**config.mk**
```make
export PLATFORM = sky130hd
export DESIGN_NAME = fetch_queue_unit_flat
export DESIGN_NICKNAME = d
export VERILOG_FILES = /design/src/rtl/fetch_queue_unit_if.sv /design/src/rtl/fetch_queue_unit.sv /design/src/flat_wrapper.sv
export SDC_FILE = /design/constraint.sdc
export NUM_CORES = 1
export LEC_CHECK = 0
export ABC_CLOCK_PERIOD_IN_PS = 4100
export CAP_MARGIN = 25
export CORE_UTILIZATION = 55
export DETAILED_ROUTE_END_ITERATION = 10
export HOLD_SLACK_MARGIN = 0.03
export PLACE_DENSITY = 0.9
export SKIP_LAST_GASP = 1
export SLEW_MARGIN = 0
export SYNTH_ARGS = -nofsm -noshare
export SYNTH_HDL_FRONTEND = slang
export SYNTH_SLANG_ARGS = --single-unit
```
**constraint.sdc**
```tcl
create_clock -name clk -period 4.1 [get_ports clk]
set_input_delay 0.82 -clock clk [delete_from_list [all_inputs] [get_ports clk]]
set_output_delay 0.82 -clock clk [all_outputs]
set_load 0.02 [all_outputs]
```
**src/rtl/fetch_queue_unit_if.sv**
```systemverilog
// Fetch front-end bundle: instruction-memory read port, execute redirect and IF/ID handshake.
// The master side is the fetch unit; the slave side is the memory/pipeline environment.
interface fetch_queue_unit_if #(
  parameter int XLEN = 32
);
  logic            imem_req;
  logic [XLEN-1:0] imem_addr;
  logic [XLEN-1:0] imem_rdata;
  logic            redirect_valid;
  logic [XLEN-1:0] redirect_pc;
  logic            id_valid;
  logic            id_ready;
  logic [XLEN-1:0] id_instr;
  logic [XLEN-1:0] id_pc;

  modport master (
    output imem_req, imem_addr, id_valid, id_instr, id_pc,
    input  imem_rdata, redirect_valid, redirect_pc, id_ready
  );

  modport slave (
    input  imem_req, imem_addr, id_valid, id_instr, id_pc,
    output imem_rdata, redirect_valid, redirect_pc, id_ready
  );
endinterface

```
**src/rtl/fetch_queue_unit.sv**
```systemverilog
// Instruction fetch: PC owner, 1-cycle imem reads, {pc,instr} FIFO toward decode, redirect flush.
// Optional FETCH_PERF_CNT_EN adds saturating stall/redirect counters.
module fetch_queue_unit #(
  parameter int              XLEN     = 32,
  parameter logic [XLEN-1:0] RESET_PC = '0,
  parameter int              DEPTH    = 4
) (
  input  logic               clk,
  input  logic               rst,
  fetch_queue_unit_if.master fq
`ifdef FETCH_PERF_CNT_EN
  ,
  output logic [31:0]        perf_stall_cycles,
  output logic [31:0]        perf_redirects
`endif
);

  localparam int PW = $clog2(DEPTH);
  localparam int CW = PW + 1;

  typedef struct packed {
    logic [XLEN-1:0] pc;
    logic [XLEN-1:0] instr;
  } fq_entry_t;

  fq_entry_t [DEPTH-1:0] mem_q;

  logic [XLEN-1:0] pc_q, pc_d;
  logic [XLEN-1:0] req_pc_q;
  logic            epoch_q, epoch_d;
  logic            req_epoch_q;
  logic            inflight_q;
  logic [PW-1:0]   wr_q, wr_d, rd_q, rd_d;
  logic [CW-1:0]   count_q, count_d;
  logic [CW:0]     occ;
  logic            redirect, issue, push, pop, head_vld;

  // Outstanding request is counted as occupied so its response always finds a slot.
  assign occ      = {1'b0, count_q} + {{CW{1'b0}}, inflight_q};
  assign redirect = fq.redirect_valid && !rst;
  assign issue    = !rst && !fq.redirect_valid && (occ < (CW+1)'(DEPTH));
  assign push     = inflight_q && (req_epoch_q == epoch_q) && !fq.redirect_valid;
  assign head_vld = !rst && !fq.redirect_valid && (count_q != '0);
  assign pop      = head_vld && fq.id_ready;

  assign fq.imem_req  = issue;
  assign fq.imem_addr = pc_q;
  assign fq.id_valid  = head_vld;
  assign fq.id_pc     = head_vld ? mem_q[rd_q].pc    : '0;
  assign fq.id_instr  = head_vld ? mem_q[rd_q].instr : '0;

  always_comb begin
    pc_d    = pc_q;
    epoch_d = epoch_q;
    wr_d    = wr_q;
    rd_d    = rd_q;
    count_d = count_q;
    if (redirect) begin
      pc_d    = fq.redirect_pc & ~XLEN'(3);
      epoch_d = ~epoch_q;
      wr_d    = '0;
      rd_d    = '0;
      count_d = '0;
    end else begin
      if (issue) pc_d = pc_q + XLEN'(4);
      if (push)  wr_d = wr_q + PW'(1);
      if (pop)   rd_d = rd_q + PW'(1);
      count_d = count_q + CW'(push) - CW'(pop);
    end
  end

  always_ff @(posedge clk) begin
    if (rst) begin
      pc_q        <= RESET_PC;
      epoch_q     <= 1'b0;
      req_epoch_q <= 1'b0;
      req_pc_q    <= '0;
      inflight_q  <= 1'b0;
      wr_q        <= '0;
      rd_q        <= '0;
      count_q     <= '0;
    end else begin
      pc_q        <= pc_d;
      epoch_q     <= epoch_d;
      req_epoch_q <= epoch_q;
      req_pc_q    <= pc_q;
      inflight_q  <= issue;
      wr_q        <= wr_d;
      rd_q        <= rd_d;
      count_q     <= count_d;
    end
  end

  always_ff @(posedge clk) begin
    if (!rst && push) mem_q[wr_q] <= '{pc: req_pc_q, instr: fq.imem_rdata};
  end

  always_ff @(posedge clk) begin
    if (!rst) begin
      assert (count_q <= CW'(DEPTH));
      assert (!(push && !pop && count_q == CW'(DEPTH)));
    end
  end

`ifdef FETCH_PERF_CNT_EN
  logic [31:0] stall_q, redir_q;

  always_ff @(posedge clk) begin
    if (rst) begin
      stall_q <= '0;
      redir_q <= '0;
    end else begin
      if (!head_vld && !(&stall_q)) stall_q <= stall_q + 32'd1;
      if (redirect && !(&redir_q))  redir_q <= redir_q + 32'd1;
    end
  end

  assign perf_stall_cycles = stall_q;
  assign perf_redirects    = redir_q;
`endif

endmodule

```
**src/flat_wrapper.sv**
```systemverilog
// flat-port wrapper written by rule: the top's interface ports become plain ports
module fetch_queue_unit_flat 
#(
  parameter int              XLEN     = 32,
  parameter logic [XLEN-1:0] RESET_PC = '0,
  parameter int              DEPTH    = 4
)
  (clk, rst, fq_imem_req, fq_imem_addr, fq_id_valid, fq_id_instr, fq_id_pc, fq_imem_rdata, fq_redirect_valid, fq_redirect_pc, fq_id_ready);
  fetch_queue_unit_if #(.XLEN(XLEN)) fq_i ();
  input  logic clk;
  input  logic rst;
  output wire logic [$bits(fq_i.imem_req)-1:0] fq_imem_req;
  output wire logic [$bits(fq_i.imem_addr)-1:0] fq_imem_addr;
  output wire logic [$bits(fq_i.id_valid)-1:0] fq_id_valid;
  output wire logic [$bits(fq_i.id_instr)-1:0] fq_id_instr;
  output wire logic [$bits(fq_i.id_pc)-1:0] fq_id_pc;
  input wire logic [$bits(fq_i.imem_rdata)-1:0] fq_imem_rdata;
  input wire logic [$bits(fq_i.redirect_valid)-1:0] fq_redirect_valid;
  input wire logic [$bits(fq_i.redirect_pc)-1:0] fq_redirect_pc;
  input wire logic [$bits(fq_i.id_ready)-1:0] fq_id_ready;
  assign fq_imem_req = fq_i.imem_req;
  assign fq_imem_addr = fq_i.imem_addr;
  assign fq_id_valid = fq_i.id_valid;
  assign fq_id_instr = fq_i.id_instr;
  assign fq_id_pc = fq_i.id_pc;
  assign fq_i.imem_rdata = fq_imem_rdata;
  assign fq_i.redirect_valid = fq_redirect_valid;
  assign fq_i.redirect_pc = fq_redirect_pc;
  assign fq_i.id_ready = fq_id_ready;
  fetch_queue_unit #(.XLEN(XLEN), .RESET_PC(RESET_PC), .DEPTH(DEPTH)) u_core (.clk(clk), .rst(rst), .fq(fq_i));
endmodule
```
==> results of run 1 <==
-- routing by layer --
| layer | global-route usage [%] | vias to the layer above | wire, µm |
|---|---|---|---|
| met2 | 36.48 | 258 | 12220 |
| met5 | 0 | - | 0 |
| li1 | - | 3149 | - |
| met4 | 4.858 | 0 | 292 |
| met3 | 3.714 | 27 | 1625 |
| met1 | 29.62 | 3441 | 10350 |
-- cells in the final DEF, fill, tap and decap left out, types with 3 or more instances in the layout --
cell type          n
and2_1            66
buf_4             16
buf_12             7
inv_1             28
xor2_1            17
and2_4             4
nor4_1             6
a21oi_1           19
clkinv_1           4
mux4_2            62
o21ai_1            3
clkbuf_16         31
nor3_1            16
clkinvlp_4         3
clkdlybuf4s50_1  151
nor2_1            16
and4_1             5
nor2b_1           32
xnor2_1           13
o21a_1            16
ha_1               8
clkinv_2           6
conb_1             4
bufinv_16          6
nor4_2             5
dfxtp_1           68
clkinv_4           3
edfxtp_1         248
nand3_1           12
o21ai_0            6
nand4_1            5
nand2_1           24
-- worst paths after layout --
kind,startpoint,end,slack (ps),cells past startpoint
setup / recovery,u_core.rd_q[0],fq_id_instr[31],420,4
hold / removal,u_core.req_pc_q[22],u_core.mem_q[246],480,0
hold reg to reg,u_core.req_pc_q[22],u_core.mem_q[246],480,0
setup reg to reg,u_core.count_q[1],u_core.count_q[2],1720,10
-- cells by family after synthesis --
kind of cell / Yosys count / share of synthesized area (%)
XOR/XNOR: 30 / 2.096
AND/OR/NAND/NOR: 202 / 9.563
other: 1 / 0.02992
flip-flops: 318 / 70.59
buffers and inverters: 76 / 2.615
adder cells (fa/ha/maj): 9 / 0.9583
multiplexers: 65 / 11.39
AO/OA/AOI/OAI: 52 / 2.755
-- power groups by stage --
stage | sequential (W) | clock [W] | combinational [W]
after floorplan | 0.00364 | 0 | 0.000107
after global placement | 0.00363 | 0 | 0.000271
after detailed placement | 0.00363 | 0 | 0.000275
after CTS | 0.00357 | 0.00297 | 0.000279
after global routing | 0.00357 | 0.00309 | 0.000298
final | 0.00357 | 0.00293 | 0.000277
-- stage by stage --
stage          cells  hold WS [ps]
5_1_grt         1220         488.2
3_5_place_dp    1164         462.7
2_1_floorplan    756         438.3
3_3_place_gp    1164         448.5
6_report        1220         478.3
4_1_cts         1220         477.1
-- final cells by class --
type | count | area (µm²) | area share (%)
tap | 280 | 350.3 | 2.253
inverter | 29 | 108.9 | 0.7000
sequential | 318 | 8856 | 56.95
clock inverter | 22 | 274.0 | 1.762
multi-input combinational | 362 | 3387 | 21.78
timing repair buffer | 175 | 1777 | 11.43
clock buffer | 34 | 797.0 | 5.126
-- flip-flops by register name, summed over array words and instances (netlist names) --
signal	cells
u_core.inflight_q	1
u_core.wr_q	2
u_core.count_q	3
u_core.rd_q	2
u_core.epoch_q	1
u_core.fq.imem_addr	30
u_core.req_pc_q	30
u_core.mem_q	248
u_core.req_epoch_q	1
-- synthesized netlist by cell type (2+ instances only) --
cell type and instances:
nand2_1 24, nor4_2 5, nand4_1 5, xor2_1 17
nor3_1 16, inv_1 28, and2_1 70, nor2_1 17
edfxtp_1 248, a21oi_1 19, buf_2 13, o21a_1 16
mux2i_1 2, nor4_1 6, nand3b_1 2, nand3_1 12
xnor2_1 13, ha_1 8, and4_1 5, nor2b_1 32
o21ai_1 3, mux4_2 62, dfxtp_1 70, clkbuf_1 27
o21ai_0 6, buf_4 5
-- worst reg2reg max path, cell delays in order (launching register included) --
cell and delay (ps):
dfxtp_1 340, nor3_1 370, nor2_4 60, buf_12 200, and2_1 220, ha_1 280, inv_1 40, ha_1 180
fa_1 370, xor2_1 170, nor2_1 50
==> results.yml, run 1 <==
cells_and_area:
  nNetsFinal: 993
  drive_gt1_share_pct: 16.49
  n_fill_cell: 1406
  post-route-util_pct: 70.38
  n_antenna_cell: 0
  stdcell_area_um2: 15550
  area_delta_synth_final_pct: 24.06
setup_path:
  critPathSlowestCell: "dfxtp_4"
  crit_buf_inv: 2
  required_ps: 3280
  cpPeakStageDelay_ps: 730
  start_kind: "flop"
  cp_max_fo: 27
  end_kind: "output pin"
  critical_path_arrival_ps: 2860
  cp_top_family: "buffers and inverters"
  crit_type: "flop to output pin"
  worstPathCellList: "buf_4 -> mux4_2 -> and2_1 -> clkdlybuf4s50_1"
place:
  place_congestion: 0.8297
  hpwl_um: 15010
  portBuffers: 159
  place_ws_ps: 453.2
  placed_cell_area_um2: 14480
clock_network:
  numCtsBuffers: 30
  root_buffer: "clkbuf_16"
  postCtsHoldBufs: 0
  cts.repair.resized: 0
  clkLatencyLatePin_ps: 550
  post_cts_buffers: 0
  clk_pin_slew_ps: 60
  htreeDepth: 1
  numClockSinks: 318
  cts_tree: "yes"
  clock_path_buffers: 3
detailed_routing:
  drt_iter0_drc: 461
  routed_wl_um: 24490
  num_vias: 6875
  first_pass_iters: 5
  drc: 0
  viasPerCell: 5.635
  wl_per_cell_um: 20.07
  ant_nets: 0
floorplan:
  die_h_um: 153.0
  ios: 166
  start_util_pct: 56.73
  die_w_um: 153.0
  rows: 54
  core-area_um2: 22090
  design.die.area_um2: 23400
min_path:
  worstHoldPathType: "flop to flop"
status:
  status: "finished clean"
sta:
  skew_ps: 11.05
  slew_headroom_pct: 52.98
  rsz0062_at_grt: "false"
  tns_ps: 0
  final-max-slew-violation-count: 0
  max_freq_mhz: 271.6
  setup_ws_ps: 418.1
  finalHoldViolCount: 0
  period_needed_ps: 3682
  setup_viol: 0
  tightestPinTransition_ps: 703.8
  period_share_pct: 89.80
pwr:
  power_frac_seq_pct: 52.7
  swShare_pct: 19.72
  leakagePower_nw: 5.204
  irDropWorstVdd_v: 0.0002388
  p_switching_w: 0.001335
  p_per_area_nw_per_um2: 435.3
  power.share.clock_pct: 43.2
  p_int_w: 0.005434
  power.total_w: 0.006769
  power_frac_comb_pct: 4.1
synthesis:
  async_reset_ff_share_pct: 0
  synth_edf_count: 248
  synth_top_cell_area_share_pct: 59.41
  synth_ff_type: "edfxtp_1"
  ys_seq_elements: 318
  yosysSeqAreaShare_pct: 70.59
  syn_avg_cell_area_um2: 16.65
  syn_area_um2: 12530
  yosysWarnings: 0
  synth_cells: 753
  synth_area_leaders: "edfxtp_1 (59%), dfxtp_1 (11%), mux4_2 (11%)"
  synth_cell_types: 48
  yosysTopAreaCell: "edfxtp_1"
global_routing:
  grt_pass1_vias: 7125
  antenna_found_initial: 0
  grt_pass1_wl_um: 38850
  grt_usage_pct: 21.59
  overflow: 0
  grt_max_degree: 66
flow_run:
  max_cap_viol_count: 0
Note: power is estimated with default switching activity, not from simulation.
==> run 2: changes to the inputs <==
SLEW_MARGIN = 20   (was 0)
==> results of run 2 <==
Final layout, timing and power as in run 1 (identical DEF).
